`src/rtl/dsn_pkg.sv`:
```
// dsn_pkg: shared op codes, 1-wire constants and FSM encodings for the DSN master
package dsn_pkg;
  typedef enum logic [1:0] {OP_INIT = 2'd0, OP_WR = 2'd1, OP_RD = 2'd2, OP_ROM = 2'd3} op_e;
  localparam logic [7:0] ROM_CMD  = 8'h33;
  localparam logic [7:0] CRC_POLY = 8'h8C;
  typedef enum logic [2:0] {
    S_IDLE, S_RST_LO, S_RST_REL, S_SLOT_LO, S_SLOT_SMP, S_SLOT_END, S_NEXT, S_UNSTART
  } state_e;
endpackage

```
`src/rtl/dsn_crc8.sv`:
```
// dsn_crc8: reflected Dallas CRC-8 accumulator, one bit per shift_en
module dsn_crc8 import dsn_pkg::*; (
  input  logic       clock,
  input  logic       global_reset_n,
  input  logic       clear,
  input  logic       shift_en,
  input  logic       bit_in,
  output logic [7:0] crc
);
  logic [7:0] crc_q, crc_d;
  always_comb
    crc_d = clear ? 8'h00 : shift_en ? (crc_q >> 1) ^ ((crc_q[0] ^ bit_in) ? CRC_POLY : 8'h00) : crc_q;
  always_ff @(posedge clock or negedge global_reset_n)
    if (!global_reset_n) crc_q <= 8'h00;
    else crc_q <= crc_d;
  assign crc = crc_q;
endmodule

```
`src/rtl/dsn_multi.sv`:
```
// dsn_multi: multi-channel 1-wire DSN master with single-slot ops and autonomous ROM read
module dsn_multi import dsn_pkg::*; #(
  parameter int MXCH      = 3,
  parameter int MXCHB     = 2,
  parameter int MXCNT     = 16,
  parameter int CNT_INIT  = 15,
  parameter int CNT_PRES  = 11,
  parameter int CNT_SLOT  = 13,
  parameter int CNT_LONG  = 12,
  parameter int CNT_SHORT = 6,
  parameter int CNT_READ  = 8
) (
  input  logic             clock,
  input  logic             global_reset_n,
  input  logic             start,
  input  logic [1:0]       op,
  input  logic             wr_data,
  input  logic [MXCHB-1:0] channel,
  input  logic [MXCH-1:0]  dsn_in,
  output logic [MXCH-1:0]  dsn_out,
  output logic             busy,
  output logic             done,
  output logic             rd_data,
  output logic             present,
  output logic [63:0]      rom_data,
  output logic             crc_ok,
  output logic             sel_err
);
  // Each boundary is the last clock of a 2^N-clock phase
  localparam logic [MXCNT-1:0] T_INIT  = MXCNT'((64'd1 << CNT_INIT) - 64'd1);
  localparam logic [MXCNT-1:0] T_PRES  = MXCNT'((64'd1 << CNT_PRES) - 64'd1);
  localparam logic [MXCNT-1:0] T_SLOT  = MXCNT'((64'd1 << CNT_SLOT) - 64'd1);
  localparam logic [MXCNT-1:0] T_LONG  = MXCNT'((64'd1 << CNT_LONG) - 64'd1);
  localparam logic [MXCNT-1:0] T_SHORT = MXCNT'((64'd1 << CNT_SHORT) - 64'd1);
  localparam logic [MXCNT-1:0] T_READ  = MXCNT'((64'd1 << CNT_READ) - 64'd1);
  state_e state_q, state_d;
  op_e op_q, op_d;
  logic [MXCNT-1:0] cnt_q, cnt_d;
  logic [MXCHB-1:0] ch_q, ch_d;
  logic [MXCH-1:0] out_q, out_d;
  logic [6:0] idx_q, idx_d;
  logic [63:0] rom_q, rom_d;
  logic wr_q, wr_d, rd_ph_q, rd_ph_d, smp_q, smp_d, done_q, done_d;
  logic rd_data_q, rd_data_d, present_q, present_d, crc_ok_q, crc_ok_d, sel_err_q, sel_err_d;
  logic crc_clr, crc_sh, line, slot_bit, rd_slot;
  logic [7:0] crc;
  dsn_crc8 u_crc (
    .clock(clock), .global_reset_n(global_reset_n), .clear(crc_clr),
    .shift_en(crc_sh), .bit_in(line), .crc(crc)
  );
  assign line     = dsn_in[ch_q];
  assign slot_bit = (op_q == OP_WR) ? wr_q : (op_q == OP_ROM && !rd_ph_q) ? ROM_CMD[idx_q[2:0]] : 1'b1;
  assign rd_slot  = (op_q == OP_RD) || (op_q == OP_ROM && rd_ph_q);
  assign busy     = !(state_q inside {S_IDLE, S_UNSTART});
  always_comb begin
    state_d = state_q;
    op_d = op_q;
    cnt_d = busy ? cnt_q + 1'b1 : cnt_q;
    ch_d = ch_q;
    idx_d = idx_q;
    rom_d = rom_q;
    wr_d = wr_q;
    rd_ph_d = rd_ph_q;
    smp_d = smp_q;
    rd_data_d = rd_data_q;
    present_d = present_q;
    crc_ok_d = crc_ok_q;
    sel_err_d = sel_err_q;
    crc_clr = 1'b0;
    crc_sh = 1'b0;
    case (state_q)
      S_IDLE: if (start) begin
        op_d = op_e'(op);
        wr_d = wr_data;
        ch_d = channel;
        sel_err_d = 1'b0;
        present_d = 1'b0;
        crc_ok_d = 1'b0;
        cnt_d = '0;
        if (int'(channel) >= MXCH) begin
          sel_err_d = 1'b1;
          state_d = S_UNSTART;
        end else begin
          rom_d = (op == OP_ROM) ? 64'd0 : rom_q;
          crc_clr = 1'b1;
          idx_d = '0;
          rd_ph_d = 1'b0;
          state_d = (op == OP_INIT || op == OP_ROM) ? S_RST_LO : S_SLOT_LO;
        end
      end
      S_RST_LO: if (cnt_q == T_INIT) begin
        cnt_d = '0;
        state_d = S_RST_REL;
      end
      S_RST_REL: begin
        if (cnt_q == T_PRES) begin
          present_d = ~line;
          rd_data_d = ~line;
        end
        if (cnt_q == T_INIT) begin
          cnt_d = '0;
          state_d = (op_q == OP_ROM && present_q) ? S_SLOT_LO : S_UNSTART;
        end
      end
      S_SLOT_LO: if (cnt_q == (slot_bit ? T_SHORT : T_LONG)) state_d = S_SLOT_SMP;
      // Read slots sample after release; the chip holds the line low for a 0
      S_SLOT_SMP: if (!rd_slot) state_d = S_SLOT_END;
      else if (cnt_q == T_READ) begin
        smp_d = line;
        rd_data_d = (op_q == OP_RD) ? line : rd_data_q;
        crc_sh = (op_q == OP_ROM);
        state_d = S_SLOT_END;
      end
      S_SLOT_END: if (cnt_q == T_SLOT) state_d = S_NEXT;
      S_NEXT: begin
        cnt_d = '0;
        if (op_q != OP_ROM) state_d = S_UNSTART;
        else if (!rd_ph_q) begin
          rd_ph_d = (idx_q == 7'd7);
          idx_d = (idx_q == 7'd7) ? 7'd0 : idx_q + 7'd1;
          state_d = S_SLOT_LO;
        end else begin
          rom_d[idx_q[5:0]] = smp_q;
          idx_d = idx_q + 7'd1;
          crc_ok_d = (idx_q == 7'd63) ? (crc == 8'h00) : crc_ok_q;
          state_d = (idx_q == 7'd63) ? S_UNSTART : S_SLOT_LO;
        end
      end
      S_UNSTART: if (!start) state_d = S_IDLE;
      default: state_d = S_IDLE;
    endcase
    done_d = (state_d == S_UNSTART) && (state_q != S_UNSTART);
    out_d = ~(MXCH'(state_d == S_RST_LO || state_d == S_SLOT_LO) << ch_d);
  end
  always_ff @(posedge clock or negedge global_reset_n)
    if (!global_reset_n) begin
      state_q <= S_IDLE;
      op_q <= OP_INIT;
      cnt_q <= '0;
      ch_q <= '0;
      out_q <= '1;
      idx_q <= '0;
      rom_q <= '0;
      wr_q <= 1'b0;
      rd_ph_q <= 1'b0;
      smp_q <= 1'b0;
      done_q <= 1'b0;
      rd_data_q <= 1'b0;
      present_q <= 1'b0;
      crc_ok_q <= 1'b0;
      sel_err_q <= 1'b0;
    end else begin
      state_q <= state_d;
      op_q <= op_d;
      cnt_q <= cnt_d;
      ch_q <= ch_d;
      out_q <= out_d;
      idx_q <= idx_d;
      rom_q <= rom_d;
      wr_q <= wr_d;
      rd_ph_q <= rd_ph_d;
      smp_q <= smp_d;
      done_q <= done_d;
      rd_data_q <= rd_data_d;
      present_q <= present_d;
      crc_ok_q <= crc_ok_d;
      sel_err_q <= sel_err_d;
    end
  assign dsn_out  = out_q;
  assign done     = done_q;
  assign rd_data  = rd_data_q;
  assign present  = present_q;
  assign rom_data = rom_q;
  assign crc_ok   = crc_ok_q;
  assign sel_err  = sel_err_q;
endmodule

```
`config.mk`:
```
export PLATFORM = sky130hd
export DESIGN_NAME = dsn_multi
export DESIGN_NICKNAME = d
export VERILOG_FILES = /design/src/rtl/dsn_pkg.sv /design/src/rtl/dsn_crc8.sv /design/src/rtl/dsn_multi.sv
export SDC_FILE = /design/constraint.sdc
export NUM_CORES = 1
export LEC_CHECK = 0
export CAP_MARGIN = 20
export CORE_ASPECT_RATIO = 0.8
export CORE_UTILIZATION = 49
export DETAILED_ROUTE_END_ITERATION = 16
export PLACE_DENSITY = 0.83
export SLEW_MARGIN = 30
export SYNTH_ARGS = -nofsm -noshare
export SYNTH_HDL_FRONTEND = slang
export SYNTH_SLANG_ARGS = --single-unit
```
`constraint.sdc`:
```
create_clock -name clock -period 1.95 [get_ports clock]
set_input_delay 0.39 -clock clock [delete_from_list [all_inputs] [get_ports clock]]
set_output_delay 0.39 -clock clock [all_outputs]
set_load 0.01 [all_outputs]
```
==> flow_summary.ini <==
[clock_network]
cts_max_path_buffers = 2
clkTransAtPathRegs_ps = 60
clkLatencyLatePin_ps = 410
cts_buffers = 17
cts_tree = built
cts_root_buffer = clkbuf_16
htree_levels = 4
clock-sinks = 113

[layout]
drive_gt1_share_pct = 25.4
n_antenna_cell = 0
num-fill-cells = 713
syn2layout_area_growth_pct = 46.7
final_cell_mix = o21ai_0 (131), dfrtp_1 (108), buf_4 (103), clkdlybuf4s50_1 (81), a21oi_1 (70)
final_common_cell = o21ai_0
num-nets-final = 815
utilization_pct = 74.9

[pwr]
power_uw = 9100
peakVddDrop_v = 0.000748
p_per_area_mw_per_mm2 = 1100
switching_share_pct = 35.3
seqPwrFrac_pct = 32.3
p_int_uw = 5880
combPwrFrac_pct = 33.9
clock_power_share_pct = 33.7
p_sw_uw = 3210
p_leak_uw = 0.00372

[die]
start_util_pct = 51.0
dieArea_mm2 = 0.0120
core-area_mm2 = 0.0111
placementRows = 34
dieWidth_um = 122
die_h_um = 98.0
ios = 84

[synthesis]
yosysSeqAreaShare_pct = 50.2
synth_fp_nets = 641
ys.flop_type = dfrtp_1
synth_cell_type_count = 59
avgSynthCellArea_um2 = 9.00
synth_seq_cells = 113
synth-edff-count = 0
ys_async_sr_fraction_pct = 100
ys_warn_count = 0
syn_inst = 627
syn_area_mm2 = 0.00565

[routing]
wl_per_cell_um = 20.1
via_count = 5963
finalWirelength_um = 19300
drtAntennaViolNets = 0
highest_layer = met4
drt_first_iter_violations = 693
firstDrtPassIters = 5
dr_wl_met3_um = 1770
wl_met2_um = 9200
remaining_drc_errors = 0
wl_met1_um = 7850
viasPerCell = 6.22

[critical_path]
crit_fanout = 5
crit_type = reg -> reg
reg2regPathDepth = 6
worstPathRequired_ps = 2290
start_kind = flip-flop
critPathArrivalTime_ps = 2340
rrSetupSlack_ps = -50
critPathLaunch = cnt_q[12]
end_kind = flip-flop
r2r_start = cnt_q[12]

[timing]
fin_crit_ps = 2000
hold_viol_final = 0
timing.final.max_slew_violations = 0
finalCritPeriodShare_pct = 103
max_freq_mhz = 499
slew_headroom_pct = 60.3
worst_pin_slew_ps = 594
clock_skew_ps = 8.43
rsz0062_at_grt = yes
worst_slack_ps = -52.6
finalSetupViolCount = 2
hold_ws_ps = 481

[place]
dp_hpwl_um = 12200
port_buffers = 83
gp_congestion = 0.899

[global_routing]
antenna_found_initial = 0
gr-total-overflow = 0
grt_pass1_vias = 5684
gr-usage-all-layers_pct = 32.3
grt_pass1_wl_um = 29500
grt_max_degree = 65

[hold_path]
worstHoldStart = wr_q
min_path_cells = 2
min_path_type = reg -> reg

[status]
outcome = complete, but fails checks
violations = setup timing

[job]
max_cap_violations = 0
## critical path, cell delays in order, from the launching register on
cell,delay [ps]
dfrtp_1,390
or3_4,420
nor4_4,300
and3_4,230
nor2_2,50
a32oi_4,300
and4_1,250
## cells in the mapped netlist (3+ instances only)
cell | count | share of area, %
a211oi_1 | 3 | 0.40
a21oi_1 | 71 | 6.3
a31oi_1 | 3 | 0.33
and2_1 | 5 | 0.55
and3_1 | 10 | 1.1
buf_1 | 5 | 0.33
buf_2 | 5 | 0.44
clkbuf_1 | 34 | 2.3
dfrtp_1 | 110 | 49
dfstp_2 | 3 | 1.4
ha_1 | 3 | 0.66
inv_1 | 8 | 0.53
mux2i_1 | 5 | 0.89
nand2_1 | 39 | 2.6
nand2b_1 | 7 | 0.78
nand3_1 | 29 | 2.6
nand3b_1 | 3 | 0.40
nand4_1 | 17 | 1.9
nand4b_1 | 4 | 0.62
nor2_1 | 37 | 2.5
nor2b_1 | 5 | 0.55
nor3_1 | 8 | 0.71
nor3b_1 | 7 | 0.93
o21ai_0 | 143 | 13
or2_2 | 3 | 0.33
or4_1 | 3 | 0.40
xnor2_1 | 6 | 0.93
xor2_1 | 12 | 1.9
## state kept, by name, indices dropped and copies added (netlist names), 2 cells and up
register and cells:
dsn_out 3, ch_q 2, cnt_q 16, rom_data 64
op_q 2, state_q 3, idx_q 7, u_crc.crc 8
## cell type report
cell class                      count  area (um2)  share of cell area [%]
Clock buffer                       17         425                    5.14
Tap cell                          144         180                    2.18
Sequential cell                   113        2830                    34.2
Inverter                            8        30.0                   0.363
Timing Repair Buffer              199        1810                    21.9
Multi-Input combinational cell    462        2840                    34.3
Clock inverter                     15         158                    1.90
## per-layer routing
metal / global-route usage, % / vias up
met3: 8.94 / 58
met2: 48.9 / 390
met4: 12.0 / 0
met1: 44.2 / 2895
met5: 0 / -
li1: - / 2620
## per-stage QoR
stage	std cells	setup TNS, ps	cell area, um2	setup WS (ps)
global route	958	-459	8280	-111
finish	958	-76.9	8280	-52.6
detailed placement	912	-13260	7350	-278
floorplan	627	0	5670	5.66
global placement	912	-9380	7350	-176
CTS	948	-723	8030	-165
## kinds of logic (layout without fill, tap and decap cells)
logic type,after synthesis,count (layout),synth area share [%]
and+or+nand+nor,192,192,18.7
buffers and inverters,52,239,3.57
DFF,113,113,50.2
muxes,6,6,1.09
AOI/OAI and AO/OA,242,242,22.9
xor gates and xnor gates,18,18,2.79
adders and majority gates,4,4,0.842
## power by group through the flow
| stage | Sequential [uW] | Combinational [uW] | Clock [uW] |
|---|---|---|---|
| after global placement | 2920 | 2540 | 0 |
| after detailed placement | 2950 | 2640 | 0 |
| after floorplan | 2930 | 1450 | 0 |
| after CTS | 2930 | 2770 | 3090 |
| after global routing | 2980 | 3300 | 3230 |
| final | 2940 | 3080 | 3070 |
## repair_timing
action | in CTS | in global routing
hold endpoints to repair | 6 | 0
setup buffers | 3 | 9
hold buffers | 1 | 0
pin swaps | 10 | 20
resized for setup | 15 | 52
gates cloned | 0 | 1
endpoints found under the setup margin | 51 | 91
## path summary, 6_finish.rpt
path                                end
max                                done
min                                wr_q
max reg2reg                        done
min reg2reg                        wr_q
max in group asynchronous  rom_data[40]
min in group asynchronous      cnt_q[5]
(Power assumes the default switching activity.)
